## config.mk

```make
export PLATFORM = sky130hd
export DESIGN_NAME = ibex_irq_ctrl
export DESIGN_NICKNAME = d
export VERILOG_FILES = /design/src/rtl/ibex_irq_ctrl.sv
export SDC_FILE = /design/constraint.sdc
export NUM_CORES = 1
export LEC_CHECK = 0
export ABC_AREA = 1
export BUFFER_PORTS_ARGS = -buffer_cell sky130_fd_sc_hd__buf_2
export CAP_MARGIN = 20
export CORE_ASPECT_RATIO = 1.5
export CORE_MARGIN = 5
export CORE_UTILIZATION = 40
export DETAILED_ROUTE_END_ITERATION = 12
export PLACE_DENSITY = 0.71
export SYNTH_ARGS = -nofsm -noshare
export SYNTH_HDL_FRONTEND = slang
export SYNTH_SLANG_ARGS = --single-unit
export TNS_END_PERCENT = 5
```

## constraint.sdc

```tcl
create_clock -name clk_i -period 1.75 [get_ports clk_i]
set_input_delay 0.35 -clock clk_i [delete_from_list [all_inputs] [get_ports clk_i]]
set_output_delay 0.35 -clock clk_i [all_outputs]
set_load 0.02 [all_outputs]
```

## src/rtl/ibex_irq_ctrl.sv

```systemverilog
// ibex_irq_ctrl: interrupt sequencer between the raw interrupt lines and the
// core controller. Registers the lines, masks them, picks the highest-priority
// source and holds a stable request until it is acknowledged or withdrawn.
// NMI mode blocks a second NMI until the handler returns with MRET.
module ibex_irq_ctrl #(
  parameter int NumFastIrq = 15
) (
  input  logic                  clk_i,
  input  logic                  rst_i,
  input  logic                  irq_software_i,
  input  logic                  irq_timer_i,
  input  logic                  irq_external_i,
  input  logic [NumFastIrq-1:0] irq_fast_i,
  input  logic                  irq_nm_i,
  input  logic [17:0]           mie_i,
  input  logic                  mstatus_mie_i,
  input  logic                  debug_mode_i,
  input  logic                  irq_ack_i,
  input  logic                  mret_i,
  output logic                  irq_req_o,
  output logic [5:0]            irq_cause_o,
  output logic                  irq_pending_o,
  output logic                  irq_nm_mode_o,
  output logic [17:0]           mip_o
);

  localparam logic [5:0] CauseNm    = 6'h3F;
  localparam logic [5:0] CauseExt   = 6'h2B;
  localparam logic [5:0] CauseSw    = 6'h23;
  localparam logic [5:0] CauseTimer = 6'h27;

  typedef enum logic {
    IDLE,
    REQ
  } state_e;

  state_e      state_q, state_d;
  logic [17:0] mip_q;
  logic [14:0] fast_pad;
  logic [17:0] enabled;
  logic [5:0]  cause_q, cause_d;
  logic [5:0]  win_cause;
  logic        nmi_pend_q, nm_prev_q, nm_mode_q;
  logic        nmi_take, eligible, cause_en, withdraw;
  logic        nm_mode_set, nmi_clr;

  // Zero-pad the fast lines so the pending vector always has the 18-bit layout
  always_comb begin
    fast_pad = '0;
    fast_pad[NumFastIrq-1:0] = irq_fast_i;
  end

  assign enabled       = mip_q & mie_i;
  assign nmi_take      = nmi_pend_q & ~nm_mode_q;
  assign eligible      = ~debug_mode_i & (nmi_take | (mstatus_mie_i & (|enabled)));
  assign irq_pending_o = (|enabled) | nmi_pend_q;

  // Priority pick: walk from lowest to highest so the last hit wins
  always_comb begin
    win_cause = 6'h00;
    if (enabled[16]) win_cause = CauseTimer;
    if (enabled[17]) win_cause = CauseSw;
    if (enabled[15]) win_cause = CauseExt;
    for (int i = 14; i >= 0; i--) begin
      if (enabled[i]) win_cause = {1'b1, 5'(16 + i)};
    end
    if (nmi_take) win_cause = CauseNm;
  end

  // Is the source behind the latched cause still enabled?
  always_comb begin
    cause_en = 1'b0;
    if (cause_q == CauseExt)   cause_en = enabled[15];
    if (cause_q == CauseSw)    cause_en = enabled[17];
    if (cause_q == CauseTimer) cause_en = enabled[16];
    for (int i = 0; i < 15; i++) begin
      if (cause_q == {1'b1, 5'(16 + i)}) cause_en = enabled[i];
    end
  end

  assign withdraw = debug_mode_i |
                    ((cause_q != CauseNm) & (~mstatus_mie_i | ~cause_en));

  // Next-state logic: latch a cause on entry, leave on ack or withdraw
  always_comb begin
    state_d     = state_q;
    cause_d     = cause_q;
    nm_mode_set = 1'b0;
    nmi_clr     = 1'b0;
    case (state_q)
      IDLE: begin
        if (eligible) begin
          state_d = REQ;
          cause_d = win_cause;
        end
      end
      REQ: begin
        if (irq_ack_i) begin
          state_d = IDLE;
          if (cause_q == CauseNm) begin
            nm_mode_set = 1'b1;
            nmi_clr     = 1'b1;
          end
        end else if (withdraw) begin
          state_d = IDLE;
        end
      end
    endcase
  end

  // State register
  always_ff @(posedge clk_i or posedge rst_i) begin
    if (rst_i) state_q <= IDLE;
    else       state_q <= state_d;
  end

  // Captured lines, latched cause, NMI edge detect and NMI mode
  always_ff @(posedge clk_i or posedge rst_i) begin
    if (rst_i) begin
      mip_q      <= '0;
      cause_q    <= 6'h00;
      nm_prev_q  <= 1'b0;
      nmi_pend_q <= 1'b0;
      nm_mode_q  <= 1'b0;
    end else begin
      mip_q     <= {irq_software_i, irq_timer_i, irq_external_i, fast_pad};
      cause_q   <= cause_d;
      nm_prev_q <= irq_nm_i;
      if (irq_nm_i & ~nm_prev_q) nmi_pend_q <= 1'b1;
      else if (nmi_clr)          nmi_pend_q <= 1'b0;
      if (nm_mode_set)               nm_mode_q <= 1'b1;
      else if (mret_i & nm_mode_q)   nm_mode_q <= 1'b0;
    end
  end

  assign irq_req_o     = (state_q == REQ);
  assign irq_cause_o   = cause_q;
  assign irq_nm_mode_o = nm_mode_q;
  assign mip_o         = mip_q;

`ifndef SYNTHESIS
  // An ack with no outstanding request points at a controller bug
  ack_only_in_req : assert property (@(posedge clk_i) disable iff (rst_i)
    irq_ack_i |-> (state_q == REQ));
`endif

endmodule
```

## Yosys cells after proc, flatten, opt, wreduce, memory -nomap -nowiden

Index checks and enable logic that the tools add are counted.

- Flip-flop bits (word level): 28
- Latch bits: 0
- Bits in writable memories: 0
- ROM bits: 0
- Input port bits: 43
- Memories kept: 0

- $add $sub $neg: 0
- Multiply operators: 0
- Div/mod/pow operators: 0
- Order comparisons: 0
- Equal/unequal tests: 20
- Shift-type cells: 0
- Multiplexer cells: 48
- Bitwise operators: 17
- Reductions and logical operators: 4

Operators by type and width:

| operator | count |
|---|---|
| equality test 6 bit (second input constant) | 19 |
| 2-to-1 mux 6 bit | 19 |
| 2-to-1 mux 1 bit | 28 |
| bitwise AND 18 bit | 1 |
| OR reduction 18 bit | 1 |
| bitwise AND 1 bit | 6 |
| inequality test 6 bit (second input constant) | 1 |
| inverter 1 bit | 6 |
| bitwise OR 1 bit | 4 |
| nonzero test 2 bit | 2 |
| case mux 1 bit (2 select lines) | 1 |
| AND reduction 2 bit | 1 |

## Depth between registers and ports, before layout

- Depth after elaboration: 26
- Depth in mapped cells: 18

## Worst setup path after synthesis

No wires, ideal clock.

- Path kind: register to register
- Start point: register mip_q[7], in the netlist mip_o[7]
- End point: register cause_q[0], in the netlist irq_cause_o[0]
- Data arrival time: 1.550 ns
- Path slack: 0.118 ns
- Stages on the path, launching flop included: 12
- Buffers on the path: 0
- Cells stage by stage: dfrtp_1 nand2_2 nand2_2 nor2_2 nand2_2 nor4_4 nand2_2 a21oi_2 nor3_2 o21ai_2 inv_2 a22oi_2

- Longest elaborated chain between the ends: 10
- Elaborated cells on any way between the ends: 15
- Classes of those cells: mux: 9; bitwise: 4; reduce/logical: 2

RTL lines:

| what | RTL line | source |
|---|---|---|
| start, declared | 38 | `logic [17:0] mip_q;` |
| start signal, assigned | 126 | `mip_q <= {irq_software_i, irq_timer_i, irq_external_i, fast_pad};` |
| bitwise AND 18 bit (*) | 53 | `assign enabled = mip_q & mie_i;` |
| 2-to-1 mux 6 bit (8 in series) | 65 | `if (enabled[i]) win_cause = {1'b1, 5'(16 + i)};` |
| 2-to-1 mux 6 bit | 67 | `if (nmi_take) win_cause = CauseNm;` |
| end signal, assigned | 127 | `cause_q <= cause_d;` |
| end, declared | 41 | `logic [5:0] cause_q, cause_d;` |

Mark *: on every way between the ends. The rest lies on a longest branch, timed or not.
A chain may end at the register's enable or synchronous reset.

## Final worst setup path

- Start point: register mip_q[3], in the netlist mip_o[3]
- End point: output irq_pending_o

- Longest elaborated chain between the ends: 3

RTL lines:

| what | RTL line | source |
|---|---|---|
| bitwise AND 18 bit | 53 |  |
| OR reduction 18 bit | 56 | `assign irq_pending_o = (\|enabled) \| nmi_pend_q;` |
| bitwise OR 1 bit | 56 |  |
| end, declared | 22 | `output logic irq_pending_o,` |

Every way passes these cells.

==> impl_results.md <==
* Final std cells w/o fill at between 300 and 400
* Final Hold Vio Count at 0
* Antenna-violating nets left at 0
* Max-Cap Viols at 0
* Post-synth cell types at 23
* Drt pass-1 iters at 4
* Setup Viol. Count Final at 1
* DR iter-0 viols at 59
* Synth Flop Type: dfrtp_1
* RSZ-0062 raised after global routing: yes
* First-pass GRT wire length at about 7000 um
* Synthesized area per cell at a little under 8 um^2
* Cell Area, Synth at 1460 um^2
* Vias in the first global route at 1651
* Largest family of logic cells by synthesized area: simple AND/OR/NAND/NOR gates
* CTS Buffer Depth at 2
* Antenna cells at 0
* Setup TNS at -0.111 ns
* Yosys top cell area share at around 48%
* CTS Root Cell: clkbuf_8
* Sw power at roughly 920 uW
* Register area share after synthesis at 48.1%
* Most common cell after layout, fill and taps aside: buf_2
* FMAX at around 0.54 GHz
* Number of antenna violations at the first check in global routing at 0
* Sw frac at 38.5%
* GPL Wtd Cong at around 0.94
* TritonCTS Buffers at 3
* Commonest cells after routing, fill and taps aside: buf_2 (68), nand2_1 (53), buf_4 (31), dfrtp_1 (27), nand2_2 (21)
* Slew @ Worst Pin at 0.393 ns
* I/O pins at 70
* Logic pwr share at 43.9%
* Leak at 0.00121 uW
* Mapped Nets at 229
* Pwr Total at between 2000 and 2500 uW
* Via count at 1612
* Met2 GRT Util at 32.0%
* Critical path arrival at about 1.5 ns
* Ys Warns at 0
* Synth Area in Adders at 0%
* Clock power frac at 21.4%
* Reg clk slew, reported paths at around 0.09 ns
* WL per Instance at about 13 um
* CP max FO at 2
* Htree depth at 1
* Setup WS post-layout at -0.111 ns
* Core area at 3580 um^2
* Setup crit start kind: register
* Met3 Use GR at roughly 2.3%
* Post-Route WL at 4300 um
* Power Density at around 1100 nW/um^2
* Vias per cell at 4.84
* Xor/xnor cell area share of the yosys netlist at 0%
* Area Growth Syn to Fin at 53.3%
* GR Util met1 at just over 20%
* CTS tree: yes
* Layout cells sized above 1 at 52.1%
* Worst setup path category: register to output port
* Sequential Power Share at a little over a third
* Synth area leaders: dfrtp_1 (48%), nand2_1 (18%), inv_1 (4.4%)
* Slew Viols, Final at 0
* Relative max-transition margin at approximately three quarters
* Async S/R FF share, synth at 100%
* Worst-Skew Late Latency at 0.28 ns
* Crit path capture type: output port
* Synth Area in Simple Gates at approximately 36%
* Synth area leader: dfrtp_1
* Die Y at approximately 84 um
* Final Core Density at between 60 and 70%
* Initial Utilization at roughly two fifths
* VDD IR max at 0.679 mV
* Clk sinks at 28
* Die width at ~59 um
* Power Internal at around 1500 uW
* Nets at between 300 and 400
* Post-synthesis mux area share at 0%
* Synth Area in Compound Gates at 9.28%
* Post-Syn Instances at 186
* Die Footprint at a little under 5000 um^2
* Cell total after placement at just over 300
* WP data required at approximately 1.4 ns
* Failing checks: setup timing
* # DRC at 0
* Fin crit share at 106%
* Clk_skew at 0.00406 ns
* Final HPWL DP at 3350 um
* GRT Max-Usage Layer: met2
* Hold Path Class: input port to asynchronous set/reset pin
* Row cnt at 27
* Synthesized flop and latch total at 28
* PortBufs at slightly below 70
* Status: finished with violations
* GRT overflow at 0
* Minimum clock period at ~1.9 ns
* Tot GR Track Use at about 18%
* Largest net degree at the start of global routing at 29
* EDFF count, synth at 0
-- final timing paths --
path	startpoint	depth (start not counted)	slack, ns	end
worst max-delay path	mip_o[3]	7	-0.11	irq_pending_o
worst min-delay path	rst_i	3	0.11	nmi_pend_q
worst max register to register	mip_o[3]	12	0.01	irq_cause_o[0]
worst min register to register	nm_prev_q	1	0.43	nmi_pend_q
max in group asynchronous	rst_i	3	1.35	irq_cause_o[1]
min in group clk_i	irq_software_i	1	0.17	mip_o[17]
-- layer usage --
| metal | vias to the layer above | wire length, um |
|---|---|---|
| met1 | 741 | 1490 |
| met4 | 0 | 124 |
| li1 | 805 | - |
| met5 | - | 0 |
| met3 | 13 | 245 |
| met2 | 53 | 2440 |
-- flip-flops by register name, indices dropped and copies added, names as in the netlist --
| name | count |
|---|---|
| irq_cause_o | 6 |
| nm_prev_q | 1 |
| irq_nm_mode_o | 1 |
| nmi_pend_q | 1 |
| irq_req_o | 1 |
| mip_o | 18 |
-- layout make-up --
class / count / area, um^2
fillers: 338 / 1350
multi-input cells: 133 / 727
repair buffers: 100 / 584
inverters: 25 / 93.8
clock inverters: 1 / 30.0
clock buffers: 3 / 41.3
flip-flops and latches: 28 / 702
well taps: 43 / 53.8
-- critical path: stages (launching register included) --
cell and delay, ns:
dfrtp_1 0.42, nand2_2 0.10, nand2_2 0.07, nor2_4 0.11, nand2_2 0.09, nor4_4 0.15
nand3_1 0.13, buf_6 0.15
-- through the flow --
step                      worst slack, ns  hold slack, ns  cell area, um^2
after CTS                          -0.192           0.116             2130
after global placement             0.0254           0.403             1950
final                              -0.111           0.109             2230
after detailed placement          0.00525           0.420             1950
after global routing               -0.210           0.148             2230
after floorplan                     0.118           0.381             1460
-- power by group through the flow --
stage          combinational, uW  clock (uW)  sequential [uW]
2_1_floorplan                487           0              928
3_3_place_gp                 965           0              826
3_5_place_dp                 972           0              830
4_1_cts                     1010         523              817
5_1_grt                     1140         552              839
6_report                    1040         510              825
-- synth_stat cells (2+ instances only) --
cell,instances
nand2_1,68
dfrtp_1,28
inv_1,17
nor2_1,14
nand4_1,9
inv_2,8
nand2_2,7
nand3_1,7
a21oi_1,6
o21ai_0,4
nor2_2,3
nor3_2,3
a22oi_2,2
-- logic make-up after synthesis --
family	after synthesis
AO/OA/AOI/OAI	19
flip-flops	28
buffers and inverters	25
AND/OR/NAND/NOR	114
-- timing repair --
item / 4_1_cts / 5_1_grt
pin swaps: 6 / 13
gates resized for setup: 8 / 17
cloned: 0 / 0
buffers inserted: 11 / 7
endpoints found under the hold margin: 0 / 0
setup endpoints to repair: 1 / 8
hold buffers: 0 / 0
Power figures use the tool's default switching activity.
